[config.mk]
export PLATFORM = sky130hd
export DESIGN_NAME = odd_parity_frame_tx
export DESIGN_NICKNAME = d
export VERILOG_FILES = /design/src/rtl/odd_parity_frame_tx.sv
export SDC_FILE = /design/constraint.sdc
export NUM_CORES = 1
export LEC_CHECK = 0
export BUFFER_PORTS_ARGS = -buffer_cell sky130_fd_sc_hd__buf_2
export CORE_UTILIZATION = 30
export DETAILED_ROUTE_END_ITERATION = 6
export GPL_TIMING_DRIVEN = 0
export MAX_ROUTING_LAYER = met4
export RECOVER_POWER = 50
export REMOVE_ABC_BUFFERS = 1
export SYNTH_ARGS = -nofsm -noshare
export SYNTH_HDL_FRONTEND = slang
export SYNTH_SLANG_ARGS = --single-unit
[constraint.sdc]
create_clock -name clk -period 1.65 [get_ports clk]
set_clock_uncertainty 0.15 [all_clocks]
set_input_delay 0.165 -clock clk [delete_from_list [all_inputs] [get_ports clk]]
set_output_delay 0.165 -clock clk [all_outputs]
set_load 0.03 [all_outputs]
[src/rtl/odd_parity_frame_tx.sv]
// odd_parity_frame_tx
// Accepts a DATA_W-bit word over valid/ready, latches its odd parity, and
// serialises it as start(0), data LSB-first, parity, stop(1), with every
// frame bit held for CLKS_PER_BIT cycles. Only one frame is in flight at a time.
module odd_parity_frame_tx #(
    parameter int DATA_W       = 3,
    parameter int CLKS_PER_BIT = 4
) (
    input  logic              clk,
    input  logic              rst,
    input  logic              in_valid,
    output logic              in_ready,
    input  logic [DATA_W-1:0] in_data,
    output logic              tx_out,
    output logic              busy,
    output logic              parity_bit,
    output logic              frame_done
);

    // Width guards keep the counters at least one bit wide when a parameter is 1.
    localparam int TIMER_W = (CLKS_PER_BIT > 1) ? $clog2(CLKS_PER_BIT) : 1;
    localparam int INDEX_W = (DATA_W > 1) ? $clog2(DATA_W) : 1;
    localparam logic [TIMER_W-1:0] TIMER_LAST = TIMER_W'(CLKS_PER_BIT - 1);
    localparam logic [INDEX_W-1:0] INDEX_LAST = INDEX_W'(DATA_W - 1);

    typedef enum logic [2:0] {
        IDLE,
        START,
        DATA,
        PARITY,
        STOP
    } state_t;

    state_t              state_q, state_d;
    logic [TIMER_W-1:0]  timer_q, timer_d;
    logic [INDEX_W-1:0]  index_q, index_d;
    logic [DATA_W-1:0]   shift_q, shift_d;
    logic                parity_q, parity_d;
    logic                tx_q, tx_d;
    logic                bit_end;
    logic                transfer;

    assign bit_end    = (timer_q == TIMER_LAST);
    assign in_ready   = (state_q == IDLE) && !rst;
    assign transfer   = in_valid && in_ready;
    assign busy       = (state_q != IDLE);
    assign frame_done = (state_q == STOP) && bit_end;
    assign tx_out     = tx_q;
    assign parity_bit = parity_q;

    // Next-state, bit timing and the registered line value for the next cycle.
    always_comb begin
        // NOTE: every variable gets a default first so no path can infer a latch.
        state_d  = state_q;
        timer_d  = bit_end ? '0 : timer_q + 1'b1;
        index_d  = index_q;
        shift_d  = shift_q;
        parity_d = parity_q;

        case (state_q)
            IDLE: begin
                timer_d = '0;
                index_d = '0;
                if (transfer) begin
                    state_d  = START;
                    shift_d  = in_data;
                    parity_d = ~^in_data;
                end
            end
            START: begin
                if (bit_end) state_d = DATA;
            end
            DATA: begin
                if (bit_end) begin
                    if (index_q == INDEX_LAST) begin
                        state_d = PARITY;
                        index_d = '0;
                    end else begin
                        // Present the next payload bit at position 0.
                        index_d = index_q + 1'b1;
                        shift_d = shift_q >> 1;
                    end
                end
            end
            PARITY: begin
                if (bit_end) state_d = STOP;
            end
            STOP: begin
                if (bit_end) state_d = IDLE;
            end
            default: state_d = IDLE;
        endcase

        // The line is registered, so it is derived from where the FSM is going;
        // this makes tx_out fall on the first cycle after the accepting edge.
        case (state_d)
            START:   tx_d = 1'b0;
            DATA:    tx_d = shift_d[0];
            PARITY:  tx_d = parity_d;
            default: tx_d = 1'b1;
        endcase
    end

    // State register with synchronous reset; a reset mid-frame drops the frame.
    always_ff @(posedge clk) begin
        // NOTE: sequential state uses non-blocking assignments so every register
        // samples pre-edge values regardless of statement order.
        if (rst) begin
            state_q  <= IDLE;
            timer_q  <= '0;
            index_q  <= '0;
            shift_q  <= '0;
            parity_q <= 1'b0;
            tx_q     <= 1'b1;
        end else begin
            state_q  <= state_d;
            timer_q  <= timer_d;
            index_q  <= index_d;
            shift_q  <= shift_d;
            parity_q <= parity_d;
            tx_q     <= tx_d;
        end
    end

endmodule

==> impl_metrics.toml <==
[timing]
slew_violations = 0
final_hold_viol_count = 0
hold_ws_ns = 0.0149
rsz0062_at_grt = "true"
fmaxAchievable_ghz = 0.628
fin_setup_tns_ns = 0
finalCriticalPeriod_ns = 1.59
setup_viol_count_final = 0
tightest_slew_ns = 0.360
fin_crit_sh_pct = 96.6
slew_headroom_pct = 75.6

[critical_path]
startpoint_type = "flop"
path_common_cell = "buf_4"
cp_max_fo = 8
cp_cell_sequence = "nor3_4, inv_2, buf_4, buf_4"
startpoint = "state_q[1]"
r2r_slack_ns = 0.06
reg2reg_to = "tx_out"
crit_buf_inv = 3
required_ns = 1.33
reg2reg_from = "timer_q[0]"
slowest_stage = "dfxtp_4"
crit_family = "flip-flops"
cp-end-kind = "output pin"
critPathKind = "reg -> out"
r2r_cells = 5
slowest_delay_ns = 0.38
worstPathArrival_ns = 1.28

[global_routing]
grt_pass1_vias = 557
grt.total_usage_pct = 13.3
grt_overflow = 0
grt_pass1_wl_um = 2310
grt_max_degree = 13
antenna_found_initial = 0

[route]
antenna_left = 0
routedWlPerCell_um = 12.5
drt_iter0_drc = 16
dr.pass1.iters = 4
drc = 0
drt-total-wl_um = 1390
routed_via_density = 4.97
route.vias.total = 552

[placed_design]
place_inst = 102
portBuffers = 10
gp_congestion = 0.667
dp.final_hpwl_um = 964

[floorplan]
num_rows = 16
die_h_um = 48.5
die_area_sq_um = 2350
die-width_um = 48.5
start_util_pct = 32.4
core_area_sq_um = 2000
ios = 11

[yosys]
ys_seq_elements = 12
synth_top_cells_by_area = "dfxtp_1 (37%), nor2_1 (4.6%), ha_1 (3.9%), buf_6 (3.5%), o311a_1 (3.1%)"
yosysTopAreaCell = "dfxtp_1"
synth_edf_count = 0
yosysWarningCount = 0
yosysMostFrequentCell = "dfxtp_1"
synthFlopType = "dfxtp_1"
ys_seq_area_share_pct = 37.1
ys_types = 35
postSynthCellCount = 68
synth_top_area_share_pct = 37.1
netlist_area_sq_um = 648
avgSynthCellArea_sq_um = 9.53
yosys-top-cells-count = "dfxtp_1 (12), nor2_1 (8), nor2b_1 (3)"
synthArstFlopShare_pct = 0

[job]
maxCapViolCount = 0

[clock_network]
numCtsBuffers = 3
clkLatencyLatePin_ns = 0.28
clk_path_buf_depth = 2
cts-root-buf = "clkbuf_4"
clock_sinks = 12
htreeDepth = 1
path_clk_slew_ns = 0.08
tritoncts = "done"

[final_layout]
finalNetCount = 93
insertedDiodeCount = 0
areaGrowthSynthToFinish_pct = 25.7
instances_no_fill = 111
fillers = 216
drive_gt1_share_pct = 36.9

[hold_path]
hold_path_class = "in -> reg"
whs_endpoint = "shift_q[0]"
hp-start = "in_data[0]"
whs_path_depth = 3

[power]
p_leak_nw = 0.337
ir_drop_v = 0.000281
powerDensity_nw_per_um2 = 806

[status]
status = "complete, no violations"
## per-stage QoR
step                      util [%]  power [mW]  setup WS (ns)  instance area, sq um
after floorplan                  -       0.374         0.0471                   622
after global placement        35.3       0.401        -0.0511                   706
after detailed placement      35.3       0.403        -0.0828                   706
after CTS                     38.5       0.655         0.0160                   771
after global routing          40.7       0.681        -0.0270                   815
final                         40.7       0.656         0.0569                   815
## worst max-delay path by stage
stage / endpoint / depth (start not counted)
floorplan: frame_done / 3
global placement: tx_out / 5
detailed placement: tx_out / 5
CTS: tx_out / 5
global route: tx_out / 5
finish: busy / 4
## cells by family (layout without fill, tap and decap cells)
kind of cell    count (synthesis)  count (layout)  synth area share [%]
compound gates                 18              18                  23.0
xor+xnor                        2               2                  2.70
fa+ha+maj                       2               2                  3.86
buf+inv                         6              22                  5.79
flops                          12              12                  37.1
mux                             1               1                  1.54
simple gates                   27              27                  26.1
## layout make-up
type / count / area, sq um / share of cell area (%)
tap: 27 / 33.8 / 4.15
timing repair buffer: 15 / 96.3 / 11.8
clock buffer: 4 / 36.3 / 4.45
inverter: 3 / 11.3 / 1.38
sequential: 12 / 248 / 30.4
multi-input combinational: 50 / 389 / 47.8
## what timing repair did
action | in CTS | in global routing
resized for setup | 3 | 11
hold buffers | 1 | 0
pin swaps | 1 | 3
setup buffers | 1 | 3
endpoints found under the hold margin | 1 | 0
setup endpoints to repair | 4 | 7
## power breakdown
group	switching, mW	total, mW	internal [mW]
combinational	0.0552	0.0978	0.0426
clock	0.114	0.248	0.135
sequential	0.0103	0.310	0.300
## layer usage
layer,track usage (%),share of wire (%),vias to the layer above
met5,-,0,-
met1,13.9,47,258
li1,-,-,281
met4,8.82,3.4,0
met3,1.89,1.4,5
met2,23.2,48,8
## tightest hold or removal path: cells and delay by family
family                 cells  cell delay [ns]
AND/OR/NAND/NOR            1             0.08
AO/OA/AOI/OAI              1             0.07
buffers and inverters      1             0.10
## state kept, by name, indices dropped and copies added, names as in the netlist
register,flops
shift_q,3
state_q,3
index_q,2
timer_q,2
parity_bit,1
tx_out,1
## cells in the final DEF, fill, tap and decap left out, types with 2 or more instances in the layout
cell,count
and3b_1,2
buf_2,6
buf_4,7
clkbuf_4,3
dfxtp_1,8
dfxtp_2,3
ha_2,2
inv_1,2
nand2_1,2
nor2_1,8
nor2b_1,3
nor3_1,2
nor4b_1,2
o21ai_0,2
o21bai_1,2
o311a_1,2
xnor2_1,2
Power figures use the tool's default switching activity.
